`config.mk`:
```
export PLATFORM = sky130hd
export DESIGN_NAME = div_unit
export DESIGN_NICKNAME = d
export VERILOG_FILES = /design/src/rtl/div_unit.sv
export SDC_FILE = /design/constraint.sdc
export NUM_CORES = 1
export LEC_CHECK = 0
export ABC_AREA = 0
export CAP_MARGIN = 20
export CORE_UTILIZATION = 35
export CTS_CLUSTER_SIZE = 12
export DETAILED_ROUTE_END_ITERATION = 12
export PLACE_DENSITY_LB_ADDON = 0.3
export SETUP_SLACK_MARGIN = 0.4
export SLEW_MARGIN = 20
export SYNTH_ARGS = -nofsm -noshare
export SYNTH_HDL_FRONTEND = slang
export SYNTH_SLANG_ARGS = --single-unit
```
`constraint.sdc`:
```
create_clock -name clk -period 9.1 [get_ports clk]
set_input_delay 1.82 -clock clk [delete_from_list [all_inputs] [get_ports clk]]
set_output_delay 1.82 -clock clk [all_outputs]
set_load 0.05 [all_outputs]
```
`src/rtl/div_unit.sv`:
```
// div_unit: multi-cycle radix-2 restoring divider for DIV/DIVU.
// Result is {remainder, quotient}; operands are converted to magnitudes
// on capture and the signs are re-applied once all iterations finish.
module div_unit #(
  parameter int WIDTH = 32,
  parameter int CNT_W = 6
) (
  input  logic                 clk,
  input  logic                 rst,
  input  logic                 signed_div_i,
  input  logic [WIDTH-1:0]     opdata1_i,
  input  logic [WIDTH-1:0]     opdata2_i,
  input  logic                 start_i,
  input  logic                 annul_i,
  output logic [2*WIDTH-1:0]   result_o,
  output logic                 ready_o
);

  typedef enum logic [1:0] {
    ST_IDLE    = 2'd0,
    ST_BY_ZERO = 2'd1,
    ST_ON      = 2'd2,
    ST_END     = 2'd3
  } state_t;

  localparam logic [CNT_W-1:0] LP_CNT_DONE = CNT_W'(WIDTH);

  state_t               r_state;
  logic [CNT_W-1:0]     r_cnt;
  logic [WIDTH-1:0]     r_dividend;   // dividend magnitude, MSB shifted out each step
  logic [WIDTH-1:0]     r_divisor;    // divisor magnitude
  logic [WIDTH-1:0]     r_rem;        // partial remainder
  logic [WIDTH-1:0]     r_quot;       // quotient bits shifted in from the LSB
  logic                 r_signed;
  logic                 r_quot_neg;
  logic                 r_rem_neg;
  logic [2*WIDTH-1:0]   r_result;
  logic                 r_ready;

  logic                 w_op1_neg;
  logic                 w_op2_neg;
  logic [WIDTH-1:0]     w_op1_mag;
  logic [WIDTH-1:0]     w_op2_mag;
  logic [WIDTH:0]       w_shift;
  logic [WIDTH:0]       w_diff;
  logic [WIDTH-1:0]     w_quot_fix;
  logic [WIDTH-1:0]     w_rem_fix;

  // Operand magnitudes: only signed mode treats a set MSB as a negative value.
  assign w_op1_neg = signed_div_i & opdata1_i[WIDTH-1];
  assign w_op2_neg = signed_div_i & opdata2_i[WIDTH-1];
  assign w_op1_mag = w_op1_neg ? ({WIDTH{1'b0}} - opdata1_i) : opdata1_i;
  assign w_op2_mag = w_op2_neg ? ({WIDTH{1'b0}} - opdata2_i) : opdata2_i;

  // One restoring step. The partial remainder is always below the divisor,
  // so after the shift a (WIDTH+1)-bit subtract is enough and its MSB is the
  // borrow: set means the trial difference went negative.
  assign w_shift = {r_rem, r_dividend[WIDTH-1]};
  assign w_diff  = w_shift - {1'b0, r_divisor};

  // Final sign correction; quotient follows sign XOR, remainder follows dividend.
  assign w_quot_fix = (r_signed && r_quot_neg) ? ({WIDTH{1'b0}} - r_quot) : r_quot;
  assign w_rem_fix  = (r_signed && r_rem_neg)  ? ({WIDTH{1'b0}} - r_rem)  : r_rem;

  assign result_o = r_result;
  assign ready_o  = r_ready;

  // Divider control FSM together with its datapath and registered outputs.
  always_ff @(posedge clk) begin
    if (rst) begin
      r_state    <= ST_IDLE;
      r_cnt      <= {CNT_W{1'b0}};
      r_dividend <= {WIDTH{1'b0}};
      r_divisor  <= {WIDTH{1'b0}};
      r_rem      <= {WIDTH{1'b0}};
      r_quot     <= {WIDTH{1'b0}};
      r_signed   <= 1'b0;
      r_quot_neg <= 1'b0;
      r_rem_neg  <= 1'b0;
      r_result   <= {2*WIDTH{1'b0}};
      r_ready    <= 1'b0;
    end else begin
      case (r_state)
        ST_IDLE: begin
          r_ready  <= 1'b0;
          r_result <= {2*WIDTH{1'b0}};
          if (start_i && !annul_i) begin
            r_dividend <= w_op1_mag;
            r_divisor  <= w_op2_mag;
            r_rem      <= {WIDTH{1'b0}};
            r_quot     <= {WIDTH{1'b0}};
            r_cnt      <= {CNT_W{1'b0}};
            r_signed   <= signed_div_i;
            r_quot_neg <= opdata1_i[WIDTH-1] ^ opdata2_i[WIDTH-1];
            r_rem_neg  <= opdata1_i[WIDTH-1];
            r_state    <= (opdata2_i == {WIDTH{1'b0}}) ? ST_BY_ZERO : ST_ON;
          end else begin
            r_state <= ST_IDLE;
          end
        end
        ST_BY_ZERO: begin
          if (annul_i) begin
            r_state  <= ST_IDLE;
            r_ready  <= 1'b0;
            r_result <= {2*WIDTH{1'b0}};
          end else begin
            // Undefined architecturally; report zeros so the result is deterministic.
            r_state  <= ST_END;
            r_ready  <= 1'b1;
            r_result <= {2*WIDTH{1'b0}};
          end
        end
        ST_ON: begin
          if (annul_i) begin
            r_state  <= ST_IDLE;
            r_ready  <= 1'b0;
            r_result <= {2*WIDTH{1'b0}};
          end else if (r_cnt == LP_CNT_DONE) begin
            r_state  <= ST_END;
            r_ready  <= 1'b1;
            r_result <= {w_rem_fix, w_quot_fix};
          end else begin
            r_dividend <= {r_dividend[WIDTH-2:0], 1'b0};
            r_cnt      <= r_cnt + {{(CNT_W-1){1'b0}}, 1'b1};
            if (!w_diff[WIDTH]) begin
              r_rem  <= w_diff[WIDTH-1:0];
              r_quot <= {r_quot[WIDTH-2:0], 1'b1};
            end else begin
              r_rem  <= w_shift[WIDTH-1:0];
              r_quot <= {r_quot[WIDTH-2:0], 1'b0};
            end
          end
        end
        ST_END: begin
          // Hold the result until the execute stage releases start; never restart from here.
          if (annul_i || !start_i) begin
            r_state  <= ST_IDLE;
            r_ready  <= 1'b0;
            r_result <= {2*WIDTH{1'b0}};
          end else begin
            r_state <= ST_END;
          end
        end
        default: begin
          r_state  <= ST_IDLE;
          r_ready  <= 1'b0;
          r_result <= {2*WIDTH{1'b0}};
        end
      endcase
    end
  end

endmodule

```
Word level (Yosys, flattened, before mapping). Cells that the tools add are included.

Input port bits: 69. Latch bits: 0. Memories: 0. Flip-flop bits (word level): 204. RAM bits: 0. ROM bits: 0. Word-level logic and storage cells: 79. Output and inout bits: 65.

$lt $le $gt $ge: 0. Add/subtract/negate cells: 6. Bitwise operators: 3. Shifts and indexed selects: 0. Reductions and logical operators: 13. $mul: 0. Muxes and demuxes: 37. Eq/ne operators: 9. Div/mod/pow operators: 0.

Operator list (count): $mux W32 (13); $mux W64 (3); $pmux W32 S2 (3); $pmux W64 S3 (1); $sub A1 B32 Y32 const A (4); $sub A33 B32 Y33 (1); $logic_not A32 Y1 (1); $mux W6 (3); $mux W2 (6); $pmux W6 S2 (1); $ne A2 B2 Y1 const B (4); $pmux W2 S4 (1); $add A6 B1 Y6 const B (1); $eq A6 B6 Y1 const B (1); $mux W1 (5); $eq A2 B2 Y1 const B (2); $pmux W1 S4 (1); $reduce_and A2 Y1 (2); $reduce_and A4 Y1 (1); $logic_and A1 B1 Y1 (3); $ne A3 B3 Y1 const B (1); $and A1 B1 Y1 (2); $eq A2 B1 Y1 const B (1); $logic_not A1 Y1 (2); 5 further kinds (5).

Depth between registers and ports, before layout. Gate-level depths: netlist of the first run.

Depth in word-level cells: 5. Depth in mapped cells: 13. Depth with buffers taken out: 12.

Worst setup path after synthesis of the first run. No wires, ideal clock.

Path kind: in2reg. Start: input opdata2_i[6]. End: register r_state[0]. Buffers on the path: 0. Data required time: 9.014 ns. Stages: 6. Library setup time: 0.086 ns. Arrival: 3.803 ns. Setup slack: 5.211 ns. Cell sequence: or4_4 -> nor3_4 -> nand3_2 -> or4_4 -> or4_4 -> a221oi_2.

Cells in the longest elaborated chain, start to end: 4.

Ends and longest elaborated chain: start, declared (line 12) `input logic [WIDTH-1:0] opdata2_i,`; $logic_not A32 Y1 (line 96) `r_state <= (opdata2_i == {WIDTH{1'b0}}) ? ST_BY_ZERO : ST_ON;`; $mux W2 (line 96); $mux W2 (line 87) `if (start_i && !annul_i) begin`; $pmux W2 S4 (line 83) `case (r_state)`; end signal, assigned (line 96); end, declared (line 28) `state_t r_state;`.

Every way passes these cells. A chain may end at the register's enable or synchronous reset.

Worst setup path after layout of the first run.
Start: input annul_i. End: register r_rem[27].

Cells in the longest elaborated chain, start to end: 4. Elaborated cells between the ends (all ways): 5. Classes of those cells: eq/ne: 2; reduce/logical: 3.

Ends and longest elaborated chain: start, declared (line 14) `input logic annul_i,`; $logic_not A1 Y1 (line 87); $logic_and A1 B1 Y1 (line 87); $ne A2 B2 Y1 (no source line); $reduce_and A4 Y1 (no source line) *; end signal, assigned (line 75) `r_rem <= {WIDTH{1'b0}};`; end signal, assigned (line 90) `r_rem <= {WIDTH{1'b0}};`; end signal, assigned (line 126) `r_rem <= w_diff[WIDTH-1:0];`; end, declared (line 32) `logic [WIDTH-1:0] r_rem;`.

Mark *: on every way between the ends. The rest lies on a longest branch, timed or not.

==> impl_metrics.csv, run 1 <==
group,metric,value,unit
outcome,outcome,"completed",
timing,fin_worst_skew,7.83,ps
timing,fin_crit_sh,0.538,
global_route,grt_usage,0.182,
power,power_switching,551,uW
global_route,grt_pass1_vias,10300,
worst_setup_path,r2r_slack,5470,ps
clock_tree,h-tree-depth,1,
route,met1Wirelength,16.2,mm
worst_setup_path,critPathLaunchType,"primary input",
layout,n_fill_cell,3345,
timing,post-route-min-period,4900,ps
worst_setup_path,required,9550,ps
power,p_leak,0.00531,uW
timing,drv_slew,0,
place,gp_congestion,0.854,
worst_setup_path,crit_start,"annul_i",
timing,setup_ws,4200,ps
worst_setup_path,crit_path_frequent_cell,"nand2b_1",
power,power.share.clock,0.435,
worst_hold_path,min_from,"r_dividend[17]",
route,drt_first_pass_iters,7,
floorplanning,fp.coreArea,33700,sq um
floorplanning,die_x,187,um
global_route,grt_pass1_wl,53.3,mm
place,portBuffers,133,
power,p_per_area,147,nW/um^2
timing,setup_viol,0,
logic_synthesis,syn-num-nets,1656,
floorplanning,dieArea,35100,sq um
flow_run,drv_cap,0,
layout,diodes,0,
power,total_power,2130,uW
route,postRouteAntennaNets,0,
worst_setup_path,slowest_delay,630,ps
clock_tree,cts_tree,"yes",
place,hpwlAfterDp,23.6,mm
power,seqPwrFrac,0.434,
layout,mostFrequentLayoutCells,"nand2_1, dfxtp_1, a21oi_1, nor2_1, clkdlybuf4s50_1",
timing,rsz0062_at_grt,"false",
worst_setup_path,cp_cell_sequence,"clkdlybuf4s50_1, nand2b_1, a21oi_1, a21boi_2, buf_4, nand2b_1, nor2_1, a22oi_1, o21ai_0",
timing,worst_pin_slew,1130,ps
worst_setup_path,r2r_start,"r_state[0]",
place,preCtsSetupSlack,3680,ps
logic_synthesis,synth-seq-cells,204,
logic_synthesis,synth_area_per_cell,7.78,sq um
clock_tree,cts_resized,0,
route,wl_met2,14.4,mm
logic_synthesis,ys_seq_area_frac,0.340,
clock_tree,clockRootBuffer,"clkbuf_16",
power,switching_share,0.259,
global_route,grt_overflow,0,
floorplanning,die_y,187,um
clock_tree,clkSinkCount,204,
power,pwr-share-comb,0.131,
logic_synthesis,async_flop_share,0,
layout,nets,1735,
logic_synthesis,syn_inst,1545,
worst_setup_path,critPathKind,"in2reg",
worst_setup_path,critPathArrivalTime,5340,ps
timing,slew_headroom,0.246,
clock_tree,ctsHoldBuffers,0,
clock_tree,clk_latency,530,ps
clock_tree,clock_path_buffers,3,
route,routed_via_density,5.24,
route,top_layer_used,"met4",
route,vias,10900,
timing,max_freq,204,MHz
worst_setup_path,crit_fanout,42,
floorplanning,num_rows,67,
clock_tree,cts_buffers,24,
logic_synthesis,syn-cell-area,12000,sq um
power,vdd_drop_max,0.000113,V
timing,hold-worst-slack,450,ps
timing,finalSetupTns,0,ps
clock_tree,path_clk_slew,60,ps
timing,finalHoldViolCount,0,
clock_tree,cts_setup_buffers,0,
worst_setup_path,cp_slowest_cell,"nor2_1",
global_route,antenna_found_initial,0,
worst_hold_path,worst_hold_path_type,"reg2reg",
logic_synthesis,synth_edf_count,0,
layout,area_growth,20.1,%
route,wl_met3,1.48,mm
route,drtIter0Drc,730,
floorplanning,pin_count,134,
logic_synthesis,synth_ff_type,"dfxtp_1",
layout,seq_area,4080,sq um
power,p_int,1580,uW
logic_synthesis,yosys_warnings,0,
floorplanning,start_util,0.357,
route,routedWlPerCell,15.7,um
layout,multi_input_area,7400,sq um
global_route,grt_max_degree,62,
logic_synthesis,netlist-cell-type-count,70,
worst_setup_path,worstSetupEndpointType,"register",
route,drcViolationCount,0,
layout,drive_gt1_frac,0.0501,
route,routed_wl,32.7,mm
## final cells by class
class / instances / area share
Timing Repair Buffer: 145 / 0.0991
Clock buffer: 36 / 0.0482
Sequential cell: 204 / 0.283
Multi-Input combinational cell: 1192 / 0.512
Clock inverter: 4 / 0.00390
Inverter: 57 / 0.0148
Tap cell: 448 / 0.0388
## cells by family after synthesis
group           Yosys count  share of synthesized area
compound gates          436                      0.228
xor+xnor                146                      0.106
fa+ha+maj                42                     0.0443
buf+inv                 149                     0.0478
flops                   204                      0.340
mux                      24                     0.0200
simple gates            544                      0.214
## sequential cells by signal (all words and copies together), names as in the netlist
register,count
result_o,64
r_dividend,32
r_divisor,32
r_quot,32
r_rem,32
r_cnt,6
r_state,2
r_quot_neg,1
r_rem_neg,1
r_signed,1
ready_o,1
## critical path: cells and delay by family
family | cells | cell delay (ps)
buffers and inverters | 2 | 860
AND/OR/NAND/NOR | 3 | 1570
AO/OA/AOI/OAI | 4 | 1070
## routing by layer
| metal | up-vias | global-route usage |
|---|---|---|
| met2 | 228 | 0.291 |
| met3 | 45 | 0.0263 |
| met4 | 0 | 0.0470 |
| li1 | 5603 | - |
| met1 | 5047 | 0.254 |
| met5 | - | 0 |
## synthesized netlist by cell type, drive strengths merged (2+ instances only)
cell type	n	share of area
a221oi	2	0.0020
nand3b	6	0.0037
or4	15	0.012
dfxtp	204	0.34
nor2	146	0.046
a21o	15	0.0094
nor4b	2	0.0015
nand4	5	0.0026
or3	10	0.0053
and4	3	0.0023
nand3	50	0.021
clkbuf	82	0.026
ha	41	0.043
a21boi	2	0.0012
o21bai	4	0.0025
nand2b	15	0.0078
nor3	36	0.017
nor3b	7	0.0061
nor4	16	0.0099
a311oi	7	0.0051
a221o	3	0.0025
a21oi	146	0.061
a22o	17	0.012
nand2	205	0.064
xnor2	78	0.057
a2111o	2	0.0019
o21ai	101	0.042
buf	10	0.0044
nor2b	10	0.0052
o41ai	10	0.0079
o211a	2	0.0017
a211oi	34	0.022
a41o	2	0.0017
o21a	3	0.0019
inv	57	0.018
and3	6	0.0031
a31oi	9	0.0047
a211o	2	0.0015
o211ai	6	0.0042
o22ai	2	0.0010
and2	11	0.0058
mux2i	24	0.020
a22oi	46	0.029
o31ai	20	0.012
xor2	68	0.050
## final timing paths
check,cells past startpoint,to
worst min-delay path,2,r_dividend[17]
worst min register to register,2,r_dividend[17]
worst max register to register,10,r_rem[27]
worst max-delay path,9,r_rem[27]
## through the flow
stage          utilization  area [sq um]  cells
6_report             0.428         14400   2086
5_1_grt              0.428         14400   2086
4_1_cts              0.428         14400   2085
3_5_place_dp         0.406         13700   2045
3_3_place_gp         0.406         13700   2045
2_1_floorplan            -         12000   1545
## power groups by stage
stage | registers, uW | logic (uW) | clock network (uW)
finish | 924 | 278 | 927
global route | 926 | 309 | 987
CTS | 924 | 277 | 948
detailed placement | 944 | 276 | 0
global placement | 943 | 273 | 0
floorplan | 941 | 187 | 0
Note: power is estimated with default switching activity, not from simulation.
==> run 2: changes to the inputs <==
==> constraint.sdc (replaced) <==
create_clock -name clk -period 5.1 [get_ports clk]
set_input_delay 1.02 -clock clk [delete_from_list [all_inputs] [get_ports clk]]
set_output_delay 1.02 -clock clk [all_outputs]
set_load 0.05 [all_outputs]
==> impl_metrics.csv, run 2 (synthesis results as in run 1) <==
group,metric,value,unit
global_route,grt_usage,0.178,
timing,finalSetupTns,0,ps
layout,drive_gt1_frac,0.0530,
clock_tree,cts_tree,"yes",
flow_run,drv_cap,0,
outcome,outcome,"completed",
global_route,antenna_found_initial,0,
layout,n_fill_cell,3449,
timing,post-route-min-period,3610,ps
place,portBuffers,133,
timing,finalHoldViolCount,0,
power,vdd_drop_max,0.000203,V
global_route,grt_pass1_vias,10100,
worst_setup_path,crit_path_frequent_cell,"a2111o_1",
clock_tree,cts_buffers,24,
worst_hold_path,worst_hold_path_type,"reg2reg",
worst_setup_path,critPathKind,"reg2reg",
worst_setup_path,required,5520,ps
worst_setup_path,critPathArrivalTime,4030,ps
global_route,grt_overflow,0,
floorplanning,num_rows,67,
layout,multi_input_area,7400,sq um
worst_setup_path,critPathLaunchType,"register",
timing,max_freq,277,MHz
worst_setup_path,crit_fanout,4,
floorplanning,die_x,187,um
timing,worst_pin_slew,1000,ps
place,hpwlAfterDp,23.5,mm
worst_setup_path,r2r_slack,1490,ps
clock_tree,clk_latency,520,ps
clock_tree,ctsHoldBuffers,0,
power,p_per_area,263,nW/um^2
floorplanning,start_util,0.357,
floorplanning,dieArea,35100,sq um
worst_setup_path,cp_cell_sequence,"inv_1, ha_1, fa_1, nand2b_1, a21o_1, a211o_1, a2111o_1, a21oi_1, o21ai_1, mux2i_1, a2111o_1, o211ai_1",
place,gp_congestion,0.865,
layout,area_growth,20.3,%
clock_tree,h-tree-depth,1,
route,postRouteAntennaNets,0,
worst_setup_path,worstSetupEndpointType,"register",
layout,diodes,0,
worst_setup_path,cp_slowest_cell,"a2111o_1",
timing,rsz0062_at_grt,"false",
clock_tree,clkSinkCount,204,
power,p_leak,0.00533,uW
route,routed_via_density,5.24,
clock_tree,path_clk_slew,60,ps
clock_tree,cts_setup_buffers,0,
floorplanning,fp.coreArea,33700,sq um
route,routedWlPerCell,15.3,um
timing,slew_headroom,0.331,
worst_setup_path,slowest_delay,460,ps
clock_tree,clockRootBuffer,"clkbuf_16",
route,drt_first_pass_iters,5,
floorplanning,die_y,187,um
timing,setup_ws,1490,ps
global_route,grt_max_degree,89,
timing,drv_slew,0,
clock_tree,cts_resized,0,
layout,mostFrequentLayoutCells,"nand2_1, dfxtp_1, a21oi_1, nor2_1, clkdlybuf4s50_1",
place,preCtsSetupSlack,997,ps
layout,largest_reg_flops,64,
global_route,grt_pass1_wl,52.6,mm
clock_tree,clock_path_buffers,3,
timing,setup_viol,0,
route,drtIter0Drc,622,
layout,nets,1739,
route,drcViolationCount,0,
route,routed_wl,32.1,mm
route,vias,11000,
floorplanning,pin_count,134,
layout,seq_area,4080,sq um
timing,fin_crit_sh,0.707,
timing,fin_worst_skew,17.8,ps
run 2: cell count changes in the layout (fill, tap and decap cells not counted):
cell        delta
buf_4          +5
buf_12         -1
clkinv_2       -1
clkinvlp_4     +1
inv_6          +1
run 2: area by class of cell:
type / count / area share
Timing Repair Buffer: 149 / 0.100
Multi-Input combinational cell: 1192 / 0.511
Clock buffer: 36 / 0.0481
Clock inverter: 5 / 0.00467
Sequential cell: 204 / 0.282
Tap cell: 448 / 0.0387
Inverter: 57 / 0.0148
run 2: path summary, 6_finish.rpt:
check | start | to | depth (start not counted)
min reg2reg | result_o[32] | result_o[32] | 2
min | result_o[32] | result_o[32] | 2
max reg2reg | r_dividend[31] | r_rem[26] | 12
max | r_dividend[31] | r_rem[26] | 12
run 2: through the flow:
step / hold slack [ps] / cell area, sq um / util / std cells / power (uW)
floorplan: 432 / 12000 / - / 1545 / 2010
global placement: 439 / 13700 / 0.407 / 2050 / 2170
detailed placement: 444 / 13700 / 0.407 / 2050 / 2180
CTS: 452 / 14500 / 0.429 / 2091 / 3850
global route: 470 / 14500 / 0.429 / 2091 / 3970
finish: 451 / 14500 / 0.429 / 2091 / 3800
run 2: worst max-delay path, delay by kind of cell, from the launching register on:
| kind | cells | cell delay (ps) |
|---|---|---|
| and+or+nand+nor | 1 | 200 |
| muxes | 1 | 160 |
| adders and majority gates | 2 | 650 |
| AOI/OAI and AO/OA | 7 | 2070 |
| buffers and inverters | 1 | 90 |
| DFF | 1 | 340 |
run 2: where the power goes:
part | total, uW | internal (uW) | leakage [uW] | switching (uW)
logic | 495 | 202 | 0.00331 | 293
registers | 1650 | 1630 | 0.00165 | 19.1
clock network | 1650 | 990 | 0.000370 | 664
total | 3800 | 2820 | 0.00533 | 976
run 2: layer usage:
layer,track usage,share of wire
met4,0.0306,0.010
met5,0,0
met3,0.0265,0.045
met1,0.251,0.50
met2,0.290,0.45
